`config.mk`:
```
export PLATFORM = sky130hd
export DESIGN_NAME = rgb_to_luma
export DESIGN_NICKNAME = d
export VERILOG_FILES = /design/src/rtl/video_pkg.sv /design/src/rtl/video_pos_cnt.sv /design/src/rtl/rgb_to_luma.sv
export SDC_FILE = /design/constraint.sdc
export NUM_CORES = 1
export LEC_CHECK = 0
export CORE_MARGIN = 3
export CORE_UTILIZATION = 45
export DETAILED_ROUTE_END_ITERATION = 7
export GPL_ROUTABILITY_DRIVEN = 0
export HOLD_SLACK_MARGIN = 0.02
export PLACE_DENSITY = 0.77
export RECOVER_POWER = 50
export REMOVE_ABC_BUFFERS = 1
export SLEW_MARGIN = 20
export SYNTH_ARGS = -nofsm -noshare
export SYNTH_HDL_FRONTEND = slang
export SYNTH_HIERARCHICAL = 1
export SYNTH_SLANG_ARGS = --single-unit
```
`constraint.sdc`:
```
create_clock -name clk -period 5.7 [get_ports clk]
set_input_delay 0.57 -clock clk [delete_from_list [all_inputs] [get_ports clk]]
set_output_delay 0.57 -clock clk [all_outputs]
set_load 0.005 [all_outputs]
```
`src/rtl/video_pkg.sv`:
```
// Shared video constants and types for the luma / FIR front end.
package video_pkg;

  localparam int unsigned PIX_W     = 8;
  localparam int unsigned COL_W_DEF = 11;
  localparam int unsigned ROW_W_DEF = 10;
  localparam int unsigned MAX_COLS  = 1600;
  localparam int unsigned MAX_ROWS  = 900;

  // BT.601 luma weights scaled by 256; they sum to exactly 256 so white maps to 255.
  localparam int unsigned BT601_KR = 77;
  localparam int unsigned BT601_KG = 150;
  localparam int unsigned BT601_KB = 29;

  // One pixel's worth of sync flags travelling down the delay line.
  typedef struct packed {
    logic dv;
    logic hs;
    logic vs;
  } sync_t;

endpackage

```
`src/rtl/video_pos_cnt.sv`:
```
// Pixel position tracker driven by pipeline-aligned dv/hs/vs.
// Produces column, row, last line length and a frame-start pulse that line up
// cycle for cycle with whatever data stream the syncs qualify.
module video_pos_cnt
  import video_pkg::*;
#(
  parameter int unsigned COL_W = COL_W_DEF,
  parameter int unsigned ROW_W = ROW_W_DEF
) (
  input  logic             clk,
  input  logic             rst,
  input  logic             dv,
  input  logic             hs,
  input  logic             vs,
  output logic [COL_W-1:0] col,
  output logic [ROW_W-1:0] row,
  output logic [COL_W-1:0] line_len,
  output logic             frame_start
);

  localparam logic [COL_W-1:0] COL_MAX = '1;
  localparam logic [ROW_W-1:0] ROW_MAX = '1;

  logic             hs_q, vs_q;
  logic             line_act;
  logic             vs_seen;
  logic             hs_rise, hs_fall, vs_fall;
  logic [COL_W-1:0] col_cnt;

  assign hs_rise = hs & ~hs_q;
  assign hs_fall = ~hs & hs_q;
  assign vs_fall = ~vs & vs_q;

  // Count including the current pixel, saturating; a pixel coincident with
  // the hs edge still belongs to the line that is ending.
  assign col_cnt = (dv && col != COL_MAX) ? col + 1'b1 : col;

  // A vs falling edge in the same cycle as the first pixel still arms the pulse.
  assign frame_start = dv & (vs_seen | vs_fall);

  // Registered sync copies for edge detection.
  always_ff @(posedge clk or posedge rst) begin
    if (rst) begin
      hs_q <= 1'b0;
      vs_q <= 1'b0;
    end else begin
      hs_q <= hs;
      vs_q <= vs;
    end
  end

  // Column counter and line-length capture on the hs rising edge.
  always_ff @(posedge clk or posedge rst) begin
    if (rst) begin
      col      <= '0;
      line_len <= '0;
    end else begin
      if (vs || hs_rise) col <= '0;
      else               col <= col_cnt;
      if (hs_rise) line_len <= col_cnt;
    end
  end

  // Row counter: only lines that carried at least one pixel advance it.
  always_ff @(posedge clk or posedge rst) begin
    if (rst) begin
      row      <= '0;
      line_act <= 1'b0;
    end else if (vs) begin
      row      <= '0;
      line_act <= 1'b0;
    end else if (hs_fall) begin
      if (line_act && row != ROW_MAX) row <= row + 1'b1;
      line_act <= dv;
    end else if (dv) begin
      line_act <= 1'b1;
    end
  end

  // Arm on vs falling edge, disarm when the frame's first pixel goes out.
  always_ff @(posedge clk or posedge rst) begin
    if (rst)              vs_seen <= 1'b0;
    else if (frame_start) vs_seen <= 1'b0;
    else if (vs_fall)     vs_seen <= 1'b1;
  end

endmodule

```
`src/rtl/rgb_to_luma.sv`:
```
// Three-stage RGB -> Y (BT.601 integer) converter with matching sync delay
// and pixel position outputs for the downstream filter.
module rgb_to_luma
  import video_pkg::*;
#(
  parameter int unsigned KR    = BT601_KR,
  parameter int unsigned KG    = BT601_KG,
  parameter int unsigned KB    = BT601_KB,
  parameter int unsigned COL_W = COL_W_DEF,
  parameter int unsigned ROW_W = ROW_W_DEF
) (
  input  logic             clk,
  input  logic             rst,
  input  logic [PIX_W-1:0] r_i,
  input  logic [PIX_W-1:0] g_i,
  input  logic [PIX_W-1:0] b_i,
  input  logic             dv_i,
  input  logic             hs_i,
  input  logic             vs_i,
  output logic [PIX_W-1:0] y_o,
  output logic             dv_o,
  output logic             hs_o,
  output logic             vs_o,
  output logic [COL_W-1:0] col_o,
  output logic [ROW_W-1:0] row_o,
  output logic [COL_W-1:0] line_len_o,
  output logic             frame_start_o
);

  localparam int unsigned STAGES = 3;

  localparam logic [7:0] KR_C = KR[7:0];
  localparam logic [7:0] KG_C = KG[7:0];
  localparam logic [7:0] KB_C = KB[7:0];

  logic [15:0]            pr, pg, pb;
  logic [16:0]            sum;
  logic [PIX_W-1:0]       y_q;
  sync_t [STAGES:1]       sync_pipe;

  // S1: per-channel weighted products.
  always_ff @(posedge clk or posedge rst) begin
    if (rst) begin
      pr <= '0;
      pg <= '0;
      pb <= '0;
    end else begin
      pr <= {8'd0, KR_C} * {8'd0, r_i};
      pg <= {8'd0, KG_C} * {8'd0, g_i};
      pb <= {8'd0, KB_C} * {8'd0, b_i};
    end
  end

  // S2: sum plus half an LSB of the output so the truncation rounds half-up.
  always_ff @(posedge clk or posedge rst) begin
    if (rst) sum <= '0;
    else     sum <= {1'b0, pr} + {1'b0, pg} + {1'b0, pb} + 17'd128;
  end

  // S3: take the integer part. Bit 16 cannot be set with weights summing to
  // 256; clamping keeps other coefficient sets from wrapping to dark pixels.
  always_ff @(posedge clk or posedge rst) begin
    if (rst) y_q <= '0;
    else     y_q <= sum[16] ? '1 : sum[15:8];
  end

  // Sync delay line, one slot per arithmetic stage.
  always_ff @(posedge clk or posedge rst) begin
    if (rst) sync_pipe <= '0;
    else     sync_pipe <= {sync_pipe[STAGES-1:1], sync_t'{dv: dv_i, hs: hs_i, vs: vs_i}};
  end

  assign y_o  = y_q;
  assign dv_o = sync_pipe[STAGES].dv;
  assign hs_o = sync_pipe[STAGES].hs;
  assign vs_o = sync_pipe[STAGES].vs;

  video_pos_cnt #(
    .COL_W (COL_W),
    .ROW_W (ROW_W)
  ) u_pos (
    .clk         (clk),
    .rst         (rst),
    .dv          (dv_o),
    .hs          (hs_o),
    .vs          (vs_o),
    .col         (col_o),
    .row         (row_o),
    .line_len    (line_len_o),
    .frame_start (frame_start_o)
  );

endmodule

```
==> out/summary.log, run 1 <==
[die] DIE WIDTH 134 um
[synth] Post-synth ARST share 100%
[die] Ports 73
[detailed_routing] number of design-rule violations left by the first detailed-router iteration 171
[sta] normalized max-slew margin -132%
[global_routing] vias in the first global route 4983
[synth] proportion of synthesized chip area in sequential cells 35.7%
[synth] total of warnings raised by yosys 6
[cts] # H-tree levels 3
[final_layout] fin nets 974
[sta] Least-Margin Pin Slew 3.48 ns
[critical_path] biggest cell delay along the critical path 2.44 ns
[critical_path] CP startpoint kind primary input
[critical_path] reg-to-reg critical path startpoint pr[4]$_DFF_PP0_
[synth] flip-flop cell with the highest count after synthesis dfrtp_1
[die] FP Rows 46
[final_layout] combined area of the multi-input logic cells 4190 um^2
[sta] Worst Slack Setup Final 1.70 ns
[die] initial cell density of the core 46.2%
[sta] RSZ-0062 raised after global routing false
[detailed_routing] DR DRC count 0
[synth] post-synthesis register bit count 105
[synth] cell types occupying the most area after synthesis dfrtp_1 36%, ha_1 22%, fa_1 10%, inv_1 7.1%, xnor2_1 2.7%
[critical_path] startpoint of the worst setup timing path rst
[detailed_routing] routed via count divided by cell count 4.98
[detailed_routing] Routed WL 13100 um
[synth] cell count after synthesis 698
[job] number of maximum-capacitance constraint violations 2
[cts] Max clock buf depth 2
[critical_path] critical path's top delay family buffers and inverters
[critical_path] register-to-register path setup slack 2.55 ns
[sta] share of the clock period used by the worst path after layout 70.2%
[sta] Achievable Freq 250 MHz
[global_routing] first-pass GRT wire length 22800 um
[run_status] failing checks max-capacitance violations, max-slew violations
[worst_hold_path] Hold Crit Start sync_pipe[2]$_DFF_PP0_
[global_routing] total global-route track usage 15.6%
[sta] final slew viol count 107
[global_routing] largest net degree at the start of global routing 70
[cts] CTS clk-pin slew, worst paths 0.07 ns
[final_layout] most common library cell in the layout ignoring fill and taps inv_1
[cts] # hold bufs at CTS 0
[critical_path] crit end category async pin
[cts] root buf cell clkbuf_16
[place] Area after DPL 8350 um^2
[detailed_routing] vias after detailed routing 4977
[worst_hold_path] worst min path class flop to flop
[final_layout] Fillers 1400
[final_layout] commonest cells after routing, fill and taps aside 138 x inv_1, 129 x ha_1, 105 x dfrtp_1
[critical_path] Setup Crit Path Kind primary input to async pin
[critical_path] WP data arrival 3.66 ns
[cts] total number of clock tree sinks 105
[run_status] result of the run finished with violations
[final_layout] Layout Cells excl Fill 1000
[critical_path] buffers plus inverters on the worst setup path 3
[sta] Clock Skews 0.00928 ns
[place] HPWL Detailed 10800 um
[synth] count of unique library cells instantiated by Yosys 61
[synth] cell area after technology mapping 7370 um^2
[place] dpl cells 983
[synth] EDFF count, synth 0
[cts] clock tree from TritonCTS built
[synth] share of the synthesized area in the top cell type 35.7%
[cts] count of instances resized after the clock tree is built 0
[final_layout] final standard cell utilization of the core 54.3%
[sta] hold violation count in the final report 0
[critical_path] Cell Chain, Critical Path dlygate4sd3_1 -> clkinv_1 -> clkbuf_1
[sta] final-layout worst hold slack 0.351 ns
[detailed_routing] routed wire length per instance 13.1 um
[pwr] Pwr per Cell Area 443 nW/um^2
[sta] Setup TNS 0 ns
[global_routing] number of antenna violations at the first check in global routing 1
[synth] Synth area leader dfrtp_1
[cts] Clk Latency, worst-skew pair 0.35 ns
[place] pre-CTS worst setup slack 1.41 ns
[sta] Setup-failing EPs final 0
[final_layout] Area growth, synth to finish 17.6%
[global_routing] grt total ovfl 0
[pwr] PnR Total Power 3.84 mW
[detailed_routing] detailed-router iteration count before antenna repair 6
[die] Core Area 15900 um^2
[critical_path] data required time of the worst path 5.36 ns
[final_layout] Finished Cell Area 8660 um^2
[critical_path] worst-path cell with the longest stage delay clkbuf_1
[cts] number of setup buffers added after CTS 0
[place] I/O Buffers 72
[synth] syn avg cell area 10.6 um^2
[pwr] Max VDD drop 0.352 mV
[die] Die Footprint 17900 um^2
[final_layout] share of final-layout standard cells stronger than drive strength 1 4.85%
[pwr] leakage 4.37 nW
[final_layout] FF/Latch Area 2630 um^2
[cts] total clock buffers created by CTS 9
[critical_path] Crit Path Max Fanout 69
[sta] time the worst path needs with I/O delays and setup 4.00 ns
[die] vertical extent of the die 134 um
[detailed_routing] DRT antenna net count 0
## worst paths after layout
| check | endpoint | depth (start not counted) |
|---|---|---|
| worst max-delay path | pg[4]$_DFF_PP0_ | 3 |
| worst min-delay path | sync_pipe[5]$_DFF_PP0_ | 0 |
| worst max register to register | sum[16]$_DFF_PP0_ | 12 |
| worst min register to register | sync_pipe[5]$_DFF_PP0_ | 0 |
| max in group clk | pb[12]$_DFF_PP0_ | 13 |
| min in group asynchronous | u_pos/line_len[0]$_DFFE_PP0P_ | 3 |
## state kept, by name, summed over array words and instances, names as in the netlist
name	count
u_pos/vs_seen	1
u_pos/hs_q	1
u_pos/line_len	11
sum	9
u_pos/vs_q	1
hs_o	1
u_pos/line_act	1
pr	15
pg	15
u_pos/col	11
pb	13
dv_o	1
u_pos/row	10
vs_o	1
y_o	8
sync_pipe	6
## final cells by class
type / count / share of cell area [%]
multi-input combinational: 448 / 48.4
sequential: 105 / 30.3
timing repair buffer: 74 / 8.41
inverter: 140 / 6.08
tap: 216 / 3.12
clock buffer: 10 / 2.76
clock inverter: 6 / 0.881
antenna: 1 / 0.0289
## where the power goes
part | internal, mW | switching, mW | total, mW | leakage [nW]
clock | 0.362 | 0.277 | 0.639 | 0.156
combinational | 1.02 | 1.17 | 2.18 | 2.91
sequential | 0.957 | 0.0639 | 1.02 | 1.30
total | 2.33 | 1.51 | 3.84 | 4.37
## synthesized netlist by cell type, drive strengths merged (6+ instances only)
cell / n
dfrtp: 105
or2: 9
inv: 139
nor2b: 6
mux2i: 6
ha: 129
a21oi: 36
nand2: 27
fa: 38
o31ai: 9
nor3: 7
xnor2: 23
o21ai: 25
nor2: 35
nand3: 14
a21o: 8
xor2: 10
## cells by family after synthesis
logic type | Yosys count | share of synthesized area [%]
xor+xnor | 33 | 3.92
flops | 105 | 35.7
buf+inv | 145 | 7.41
fa+ha+maj | 167 | 32.2
simple gates | 130 | 9.31
compound gates | 111 | 10.5
mux | 7 | 0.968
## routing by layer
layer  share of wire (%)  global-route usage (%)
met3                 4.3                    3.34
met5                   0                       0
met1                  44                    19.8
met2                  51                    27.5
met4                 1.4                    3.89
Power figures use the tool's default switching activity.
==> run 2: changes to the inputs <==
==> constraint.sdc (replaced) <==
create_clock -name clk -period 3.9 [get_ports clk]
set_input_delay 0.39 -clock clk [delete_from_list [all_inputs] [get_ports clk]]
set_output_delay 0.39 -clock clk [all_outputs]
set_load 0.005 [all_outputs]
==> run 2 against run 1 <==
Net effect: the run still ends with max-capacitance violations, max-slew violations left; utilization is 0.68 points higher; register-to-register slack worse by 1.8 ns; sequential share of layout area is 0.38 points lower; global-route usage fell by 0.24 points; critical endpoint is now pg[14]$_DFF_PP0_.
==> out/summary.log, run 2 (same netlist as run 1, synthesis figures left out) <==
[detailed_routing] DR DRC count 0 [unchanged]
[cts] number of setup buffers added after CTS 0 [unchanged]
[place] Area after DPL 8490 um^2 [+1.6%]
[critical_path] reg-to-reg critical path startpoint pr[4]$_DFF_PP0_
[pwr] Max VDD drop 0.454 mV [+29%]
[die] Ports 73 [unchanged]
[global_routing] first-pass GRT wire length 22800 um [-0.15%]
[sta] Least-Margin Pin Slew 2.24 ns [-1.24 ns]
[cts] count of instances resized after the clock tree is built 0 [unchanged]
[final_layout] Layout Cells excl Fill 1017 [+1.7%]
[pwr] Pwr per Cell Area 644 nW/um^2 [+45%]
[place] dpl cells 1001 [+1.8%]
[sta] Achievable Freq 283 MHz
[detailed_routing] detailed-router iteration count before antenna repair 4 [-2]
[critical_path] most numerous cell on the critical path ha_1
[cts] Max clock buf depth 2 [unchanged]
[cts] clock tree from TritonCTS built
[final_layout] count of antenna diodes in the layout 0 [-1]
[job] number of maximum-capacitance constraint violations 2 [unchanged]
[sta] RSZ-0062 raised after global routing false
[global_routing] number of antenna violations at the first check in global routing 0 [-1]
[cts] total clock buffers created by CTS 9 [unchanged]
[sta] Setup TNS 0 ns [unchanged]
[place] I/O Buffers 72 [unchanged]
[die] Core Area 15900 um^2 [unchanged]
[cts] # hold bufs at CTS 0 [unchanged]
[final_layout] fin nets 992 [+1.8%]
[global_routing] total global-route track usage 15.4% [-0.24 points]
[critical_path] data required time of the worst path 4.17 ns [-1.19 ns]
[critical_path] worst-path cell with the longest stage delay fa_1
[cts] root buf cell clkbuf_16
[final_layout] Area growth, synth to finish 19.1%
[run_status] failing checks max-capacitance violations, max-slew violations
[worst_hold_path] worst min path class flop to flop
[die] initial cell density of the core 46.2% [unchanged]
[detailed_routing] DRT antenna net count 0 [unchanged]
[final_layout] Finished Cell Area 8770 um^2 [+1.3%]
[detailed_routing] routed wire length per instance 12.5 um [-4.4%]
[detailed_routing] number of design-rule violations left by the first detailed-router iteration 216 [+26%]
[global_routing] grt total ovfl 0 [unchanged]
[global_routing] largest net degree at the start of global routing 54 [-23%]
[critical_path] startpoint of the worst setup timing path g_i[6]
[critical_path] WP data arrival 3.80 ns [+0.14 ns]
[detailed_routing] vias after detailed routing 5049 [+1.4%]
[cts] total number of clock tree sinks 105 [unchanged]
[critical_path] CP startpoint kind primary input
[global_routing] vias in the first global route 5039 [+1.1%]
[worst_hold_path] Hold Crit Start sync_pipe[1]$_DFF_PP0_
[sta] normalized max-slew margin -50.1% [+82 points]
[critical_path] Crit Path Max Fanout 3 [-96%]
[cts] Clk Latency, worst-skew pair 0.34 ns [about the same]
[die] FP Rows 46 [unchanged]
[critical_path] biggest cell delay along the critical path 0.52 ns [-1.92 ns]
[critical_path] crit end category flop
[sta] Clock Skews 0.00899 ns [-0.000284 ns]
[sta] time the worst path needs with I/O delays and setup 3.53 ns
[sta] share of the clock period used by the worst path after layout 90.6%
[sta] Setup-failing EPs final 0 [unchanged]
[cts] # H-tree levels 3 [unchanged]
[place] HPWL Detailed 10400 um [-3.0%]
[detailed_routing] routed via count divided by cell count 4.96 [-0.25%]
[final_layout] commonest cells after routing, fill and taps aside 138 x inv_1, 129 x ha_1, 105 x dfrtp_1
[run_status] result of the run finished with violations
[sta] final slew viol count 91 [-15%]
[pwr] leakage 4.43 nW [+1.5%]
[die] DIE WIDTH 134 um [unchanged]
[detailed_routing] Routed WL 12700 um [-2.8%]
[critical_path] Cell Chain, Critical Path clkdlybuf4s50_1 -> ha_1 -> ha_1 -> inv_1 -> fa_1 -> fa_1 -> inv_1 -> ha_1 -> o41ai_2 -> o21ai_1 -> or4_1 -> o21ai_1 -> xnor2_1
[sta] hold violation count in the final report 0 [unchanged]
[die] vertical extent of the die 134 um [unchanged]
[final_layout] most common library cell in the layout ignoring fill and taps inv_1
[final_layout] share of final-layout standard cells stronger than drive strength 1 6.87% [+2.0 points]
[final_layout] largest registers pg x15, pr x15, pb x13
[cts] CTS clk-pin slew, worst paths 0.07 ns [about the same]
[critical_path] Setup Crit Path Kind primary input to flop
[die] Die Footprint 17900 um^2 [unchanged]
## run 2: cell count changes in the layout (fill, tap and decap cells not counted), sizes merged
cell           previous run  this run
clkinv                    2         3
diode                     1         0
dlygate4sd3              10         9
clkinvlp                  0         2
buf                       0        17
clkbuf                   12        13
inv                     143       140
clkdlybuf4s50            62        63
## run 2: worst max-delay path, delay by kind of cell
kind                       cells  cell delay [ns]
and+or+nand+nor                1             0.39
AOI/OAI and AO/OA              3             0.56
adders and majority gates      5             1.74
buffers and inverters          3             0.59
xor gates and xnor gates       1             0.13
## run 2: final timing paths
path                            depth (start not counted)                     end  slack (ns)
worst max register to register                         12       sum[16]$_DFF_PP0_        0.74
max in group asynchronous                               3         pg[7]$_DFF_PP0_        1.26
worst min-delay path                                    0  sync_pipe[4]$_DFF_PP0_        0.35
min in group asynchronous                               2  sync_pipe[2]$_DFF_PP0_        1.13
worst max-delay path                                   13        pg[14]$_DFF_PP0_        0.37
worst min register to register                          0  sync_pipe[4]$_DFF_PP0_        0.35
## run 2: layout make-up
type,count,area (um^2)
Inverter,140,528
Multi-Input combinational cell,448,4190
Clock inverter,6,65.1
Timing Repair Buffer,92,860
Clock buffer,10,229
Sequential cell,105,2630
Fill cell,1386,7170
Tap cell,216,270
## run 2: routing by layer
metal / track usage (%) / part of all wire [%] / up-vias
met5: 0 / 0 / -
met2: 26.4 / 49 / 91
met3: 2.63 / 4.1 / 18
met4: 4.51 / 1.6 / 0
met1: 20.1 / 45 / 2413
li1: - / - / 2527
## run 2: power breakdown
group	switching (mW)	internal, mW
sequential	0.0935	1.40
combinational	1.75	1.52
clock	0.382	0.500
## run 2: per-stage QoR
stage / worst slack (ns) / hold WS, ns / utilization, % / total power, mW
after global placement: 0.0395 / 0.333 / 53.2 / 4.67
after detailed placement: 0.00713 / 0.335 / 53.2 / 4.81
after global routing: 0.115 / 0.358 / 55.0 / 6.24
after CTS: 0.362 / 0.350 / 55.1 / 5.73
after floorplan: 0.573 / 0.331 / - / 4.01
final: 0.367 / 0.349 / 55.0 / 5.65
